File: config.mk
export PLATFORM = sky130hd
export DESIGN_NAME = jt12_pm_mix
export DESIGN_NICKNAME = d
export VERILOG_FILES = /design/src/rtl/jt12_pm_mix.sv
export SDC_FILE = /design/constraint.sdc
export NUM_CORES = 1
export LEC_CHECK = 0
export ABC_AREA = 1
export ABC_CLOCK_PERIOD_IN_PS = 2570
export CORE_MARGIN = 2
export CORE_UTILIZATION = 56
export CTS_CLUSTER_DIAMETER = 30
export CTS_CLUSTER_SIZE = 12
export DETAILED_ROUTE_END_ITERATION = 10
export PLACE_DENSITY = 0.86
export SLEW_MARGIN = 20
export SYNTH_ARGS = -nofsm -noshare
export SYNTH_HDL_FRONTEND = slang
export SYNTH_SLANG_ARGS = --single-unit
export TNS_END_PERCENT = 50
File: constraint.sdc
create_clock -name clk -period 2.57 [get_ports clk]
set_clock_uncertainty 0.05 [all_clocks]
set_input_delay 0.257 -clock clk [delete_from_list [all_inputs] [get_ports clk]]
set_output_delay 0.257 -clock clk [all_outputs]
set_load 0.05 [all_outputs]
File: src/rtl/jt12_pm_mix.sv
// JT12 phase-modulation mixer: keeps operator-result history and per-channel
// stores, selects/sums modulator operands and registers the 10-bit PM offset.

module jt12_pm_rot #(
  parameter int DEPTH = 6,
  parameter int W     = 14
) (
  input  logic         clk,
  input  logic         rst,
  input  logic         clk_en,
  input  logic [W-1:0] din,
  output logic [W-1:0] head
);
  logic [DEPTH-1:0][W-1:0] mem;

  always_ff @(posedge clk) begin
    if (rst)         mem <= '0;
    else if (clk_en) mem <= {mem[DEPTH-2:0], din};
  end

  assign head = mem[DEPTH-1];
endmodule

module jt12_pm_mix #(
  parameter int num_ch = 6
) (
  input  logic        clk,
  input  logic        rst,
  input  logic        clk_en,
  input  logic        s1_enters,
  input  logic        s2_enters,
  input  logic        s3_enters,
  input  logic        s4_enters,
  input  logic        xuse_prevprev1,
  input  logic        xuse_prev2,
  input  logic        xuse_internal,
  input  logic        yuse_prev1,
  input  logic        yuse_prev2,
  input  logic        yuse_internal,
  input  logic [2:0]  fb_II,
  input  logic [13:0] op_result,
  input  logic        res_s1,
  input  logic        res_s3,
  output logic [9:0]  pm_II
);
  localparam int HL = 3*num_ch;
  localparam int IX = 0, IY = 1, FB0 = 2, FB1 = 3;

  logic [HL-1:0][13:0] hist;
  logic [3:0][13:0]    rot_din, rot_head;

  logic signed [13:0] prev1, prev2, prevprev1, x, y;
  logic signed [14:0] mod_sum, fb_sum, fb_sh;
  logic [3:0]         fb_amt;
  logic [9:0]         pm_nx;
  logic               unused_bits;

  assign prev1     = hist[num_ch-1];
  assign prev2     = hist[2*num_ch-1];
  assign prevprev1 = hist[3*num_ch-1];

  // Per-channel stores: one rotator each, head is the same channel's value
  // from num_ch slots ago. S1 wins over S3 when both result flags are set.
  assign rot_din[IX]  = res_s1 ? op_result : rot_head[IX];
  assign rot_din[IY]  = (res_s3 && !res_s1) ? op_result : rot_head[IY];
  assign rot_din[FB0] = res_s1 ? op_result : rot_head[FB0];
  assign rot_din[FB1] = res_s1 ? rot_head[FB0] : rot_head[FB1];

  for (genvar g = 0; g < 4; g++) begin : g_rot
    jt12_pm_rot #(.DEPTH(num_ch), .W(14)) u_rot (
      .clk   (clk),
      .rst   (rst),
      .clk_en(clk_en),
      .din   (rot_din[g]),
      .head  (rot_head[g])
    );
  end

  always_comb begin
    x = '0;
    if (xuse_prevprev1)     x = prevprev1;
    else if (xuse_prev2)    x = prev2;
    else if (xuse_internal) x = rot_head[IX];
    y = '0;
    if (yuse_prev1)         y = prev1;
    else if (yuse_prev2)    y = prev2;
    else if (yuse_internal) y = rot_head[IY];
  end

  assign mod_sum = {x[13], x} + {y[13], y};
  assign fb_sum  = {rot_head[FB0][13], rot_head[FB0]} + {rot_head[FB1][13], rot_head[FB1]};
  assign fb_amt  = 4'd10 - {1'b0, fb_II};
  assign fb_sh   = fb_sum >>> fb_amt;

  always_comb begin
    pm_nx = '0;
    if (s1_enters)
      pm_nx = (fb_II == 3'd0) ? 10'd0 : fb_sh[9:0];
    else if (s2_enters || s3_enters || s4_enters)
      pm_nx = mod_sum[10:1];
  end

  always_ff @(posedge clk) begin
    if (rst) begin
      hist  <= '0;
      pm_II <= '0;
    end else if (clk_en) begin
      hist  <= {hist[HL-2:0], op_result};
      pm_II <= pm_nx;
    end
  end

  assign unused_bits = ^{mod_sum[14:11], mod_sum[0], fb_sh[14:10]};
endmodule

======== Yosys cells after proc, flatten, opt, wreduce, memory -nomap -nowiden ========
Index checks and enable logic that the tools add are counted.
word-level totals
  logic and storage cells ................. 65
  output and inout port bits .............. 10
  flip-flop bits (word level) ............. 544
operators by class
  $add $sub $neg .......................... 3
  shifts and indexed selects .............. 1
  muxes and demuxes ....................... 13
  reductions and logical operators ........ 5
operators by type and width
  operator             number
  $mux 11              6
  $mux 14              4
  $mux 10              3
  $add 14x14->15       1
  $sshr 15x4->10       1
  $add 11x11->11       1
  $sub 4x3->4 const A  1
  $logic_not 3->1      1
  $logic_or 1x1->1     2
  $logic_and 1x1->1    1
  $logic_not 1->1      1

======== Logic depth before layout (Yosys ltp) ========
  depth in word-level cells ............... 6
  mapped depth ............................ 18
  depth with buffers taken out ............ 18

======== Hierarchy ========
From an unflattened synthesis, not the netlist that was laid out.
unflattened totals
  cell total of the unflattened synthesis .. 3695
  area total of the unflattened synthesis .. 24603.6 sq um
modules (own cells, without submodules)
  module       cells each  area each (sq um)  instances  sequential area each (sq um)
  jt12_pm_rot  547         3589.7             4          1681.6
  jt12_pm_mix  1507        10244.8            1          4164.0

======== Least setup slack after synthesis ========
Ideal clock, no wire load.
  path type ............................... input to register
  from .................................... in xuse_prev2
  to ...................................... reg pm_II[5]
  stages .................................. 15
  path slack .............................. 0.146 ns
  setup time .............................. 0.122 ns
  required time ........................... 2.398 ns
  data arrival time ....................... 2.252 ns
  cells stage by stage .................... clkbuf_1 > inv_1 > o21ai_0 > o21ai_0 > ha_1 > a21oi_1 > nand2_1 > inv_1 > nor2_1 > or2_2 > a21oi_1 > xor2_1 > o21ai_0 > inv_1 > a21oi_2
on the way
  longest elaborated chain between the ends .. 5
ends and longest elaborated chain
  element                 RTL line  RTL
  start: declaration      35        input logic xuse_prev2,
  $mux 11                 82        else if (xuse_prev2) x = prev2;
  $mux 11                 81        if (xuse_prevprev1) x = prevprev1;
  $add 11x11->11          90        assign mod_sum = {x[13], x} + {y[13], y};
  $mux 10                 99        else if (s2_enters || s3_enters || s4_enters)
  $mux 10                 97        if (s1_enters)
  end signal: assignment  109       pm_II <= pm_nx;
  end: declaration        44        output logic [9:0] pm_II
No other way between the ends.
A chain may end at the register's enable or synchronous reset.

======== Worst setup path after layout ========
  from .................................... reg g_rot[3].u_rot.mem (netlist bit g_rot[3].u_rot.head[0])
  to ...................................... reg pm_II[8]
on the way
  longest elaborated chain between the ends .. 4
ends and longest elaborated chain
  element                   RTL line  RTL
  start: declaration        14        logic [DEPTH-1:0][W-1:0] mem;
  start signal: assignment  18        else if (clk_en) mem <= {mem[DEPTH-2:0], din};
  $add 14x14->15            91        assign fb_sum = {rot_head[FB0][13], rot_head[FB0]} + {rot_head[FB1][13], rot_head[FB1]};
  $sshr 15x4->10            93        assign fb_sh = fb_sum >>> fb_amt;
  $mux 10                   98        pm_nx = (fb_II == 3'd0) ? 10'd0 : fb_sh[9:0];
  $mux 10                   97
No other way between the ends.

==> summary.md <==
| Metric | Value |
|---|---|
| Slew @ Worst Pin | about 0.72 ns |
| Core region area | roughly 36,000 µm² |
| Sequential fraction of design power | a little under two fifths |
| CP dominant cell by count | nand3_1 |
| Number of stages on the worst hold path | 5 |
| Critical path fanouts, max | 4 |
| Number of cells on the critical path | 17 |
| Synthesized flop and latch total | approximately 500 |
| Ordered list of cells on the worst path | ha_2, inv_1, fa_2, inv_2, nand3_1, nand2_2, nand3_1, nand3_1, nand2_2, nand3_2, nand3_2, nand3_1, nand3_1, nand2_1, nand3_1, nand2_1, inv_1 |
| Post-Route Utilization | 68.9% |
| Post-route DRC | 0 |
| Antenna violations before repair | 2 |
| Final hold vios | 0 |
| Proportion of power drawn by combinational gates | under 10% |
| Type of element capturing the critical path | flop |
| Leakage power summed over all cells | roughly 11 nW |
| Routed WL per cell | approximately 15 µm |
| Total of endpoints with negative setup slack in the final report | 0 |
| Share of flip-flops with an asynchronous set or reset | 0% |
| First-pass GRT wire length | roughly 85,000 µm |
| Count of maximum capacitance violations | 0 |
| Startpoint kind of the worst setup timing path | flop |
| Share of the yosys chip area belonging to registers | around 50% |
| Data arrival time of the worst path | approximately 2.8 ns |
| Number of clock sinks | roughly 500 |
| TritonCTS clock tree | built |
| Switching part of the total | between 20% and 30% |
| Die outline width | 195 µm |
| Total track usage | 27.0% |
| Unrepaired setup endpoints after global routing | yes |
| Final hold slack | about 0.29 ns |
| Synthesized instance count | between 2,000 and 3,000 |
| Latest clock arrival within the worst-skew pair | approximately 0.62 ns |
| HPWL after detailed placement | roughly 31,000 µm |
| Top library cells by usage in the layout, fill and taps aside | 846 x nor2_1, 531 x o21ai_0, 501 x dfxtp_1, 207 x nand2_1, 159 x inv_1 |
| Area of the die | between 30,000 and 40,000 µm² |
| Total power divided by cell area | between 900 and 1000 nW/µm² |
| CP Class | flop to flop |
| Remaining global-route overflow | 0 |
| DRC violation total after the first TritonRoute iteration | between 1,500 and 2,000 |
| Worst slew margin | between 50% and 60% |
| Min setup slack post-route | about 0.21 ns |
| Worst Path Required | approximately 3.0 ns |
| Gate family responsible for the most delay along the worst path | simple AND/OR/NAND/NOR gates |
| Max Freq | around 0.42 GHz |
| Max stage delay on crit path | approximately 0.36 ns |
| Number of ports placed on the die boundary | 42 |
| Worst voltage drop across the vdd grid | between 0.0007 and 0.0008 V |
| Post-place setup slack | -0.275 ns |
| Cell row count | 69 |
| Clock slew at the register clock pins of the worst setup and hold paths | ~0.050 ns |
| Final-stage net count | between 2,000 and 3,000 |
| Cell internal power dissipation | 17.1 mW |
| Ratio of cells with drive above 1 in the final layout | about 9.6% |
| Largest net degree at the start of global routing | 191 |
| Number of inserted diodes | 0 |
| Yosys warning total | 0 |
| Min-Delay Path Class | input port to flop |
| IO buf count | 41 |
| Maximum level of the CTS H-tree | 3 |
| Area added between synthesis and finish | 20.6% |
| Worst-path cell with the longest stage delay | fa_2 |
| TritonCTS Buffers | between 90 and 100 |
| Number of buffers and inverters on the critical path | 3 |
| Effective utilization at floorplan | 57.1% |
| Outcome | completed |
| Number of vias per cell after detailed routing | roughly 5.5 |
| Combined area of all synthesized cells | between 20,000 and 25,000 µm² |
| Total placed cells including tap cells | 3,178 |
| Via count of the first global-routing pass | 17,700 |
| DP Area | around 21,000 µm² |
| Antenna viol nets, final | 0 |
| Number of vias after detailed routing | ~18,000 |
| Synth Area per Inst | between 7 and 8 µm² |
| Design Area, Final | 24,600 µm² |
| Largest buffer count on any clock path | 3 |
| Clock share of power | between 50% and 60% |
| Number of cells in the finished layout apart from fillers | about 3,300 |
| Register-to-Register Path Depth | 17 |
| Wire length after detailed routing | roughly 50,000 µm |
| First-pass iteration count of the detailed router | 5 |
| Leading cell type in the layout, fill and taps excluded | nor2_1 |
| Clock period minus worst slack | between 2 and 2.5 ns |
| Routability Congestion | 0.875 |
| Die H | ~190 µm |
| Switching power total | a little under 6 mW |
| Most used DFF post-synth | dfxtp_1 |
| Number of flops mapped to enable cells by yosys | 0 |
| Clk Tree Root Cell | clkbuf_16 |
| Max-slew violation count | 0 |
| Net count after synthesis | 2,861 |
| Count of distinct cell types in the synthesized netlist | 37 |
| Period utilization | approximately nine tenths |
-- power groups by stage --
stage	Clock (mW)	Sequential [mW]	Combinational [mW]
after CTS	12.2	8.71	2.03
after detailed placement	0	8.85	1.97
after floorplan	0	8.78	1.40
after global placement	0	8.83	1.92
final	12.1	8.72	2.05
after global routing	12.7	8.76	2.32
-- flip-flops by register name, indices dropped and copies added, names as in the netlist --
name,count
g_rot.u_rot.mem,250
hist,165
g_rot.u_rot.head,50
prev2,11
prevprev1,11
pm_II,10
prev1,11
-- path summary, 6_finish.rpt --
path,slack [ns],endpoint,startpoint
setup / recovery,0.21,pm_II[8],g_rot[3].u_rot.head[0]
hold / removal,0.29,g_rot[2].u_rot.mem[11],op_result[11]
setup reg to reg,0.21,pm_II[8],g_rot[3].u_rot.head[0]
hold reg to reg,0.41,hist[15],hist[1]
-- kinds of logic after synthesis --
group	after synthesis	share of synthesized area (%)
flip-flops	508	49.9
AND/OR/NAND/NOR	1194	23.3
XOR/XNOR	6	0.258
adder cells (fa/ha/maj)	27	1.73
buffers and inverters	359	6.90
AO/OA/AOI/OAI	708	17.9
-- metrics by stage --
| step | power [mW] | setup TNS [ns] |
|---|---|---|
| floorplan | 10.2 | 0 |
| global placement | 10.7 | -1.21 |
| detailed placement | 10.8 | -1.36 |
| CTS | 23.0 | 0 |
| global route | 23.8 | -0.00686 |
| finish | 22.9 | 0 |
-- worst min-delay path, cell delays in order --
cell and delay, ns:
clkdlybuf4s50_1 0.40, nand2_1 0.06, nand3_1 0.07, o211ai_1 0.08, inv_1 0.04
-- area by class of cell --
cell class | instances | area (µm²)
Timing Repair Buffer | 111 | 1110
Fill cell | 2673 | 11100
Clock inverter | 48 | 636
Inverter | 166 | 652
Clock buffer | 118 | 2550
Sequential cell | 508 | 10200
Multi-Input combinational cell | 1935 | 8860
Tap cell | 461 | 577
-- routing by layer --
layer  wire length, µm  global-route usage (%)  up-vias
met1             22300                    34.3     8625
met5                 0                       0        -
met3              2750                    4.75      132
li1                  -                       -     9099
met4              1870                    13.1        0
met2             24700                    44.7      477
-- synthesized netlist by cell type (10+ instances only) --
master / number / area share [%]
a21oi_1: 135 / 3.3
buf_1: 10 / 0.18
buf_2: 11 / 0.27
clkbuf_1: 166 / 3.1
dfxtp_1: 508 / 50
ha_1: 25 / 1.5
inv_1: 161 / 3.0
nand2_1: 210 / 3.9
nand3_1: 105 / 2.6
nor2_1: 846 / 16
o211ai_1: 31 / 1.1
o21ai_0: 531 / 13
-- what timing repair did --
item / 4_1_cts / 5_1_grt
gates resized for setup: 0 / 27
hold endpoints to repair: 1 / 0
hold buffers: 1 / 0
endpoints found under the setup margin: 0 / 10
buffers inserted: 0 / 2
Power figures use the tool's default switching activity.
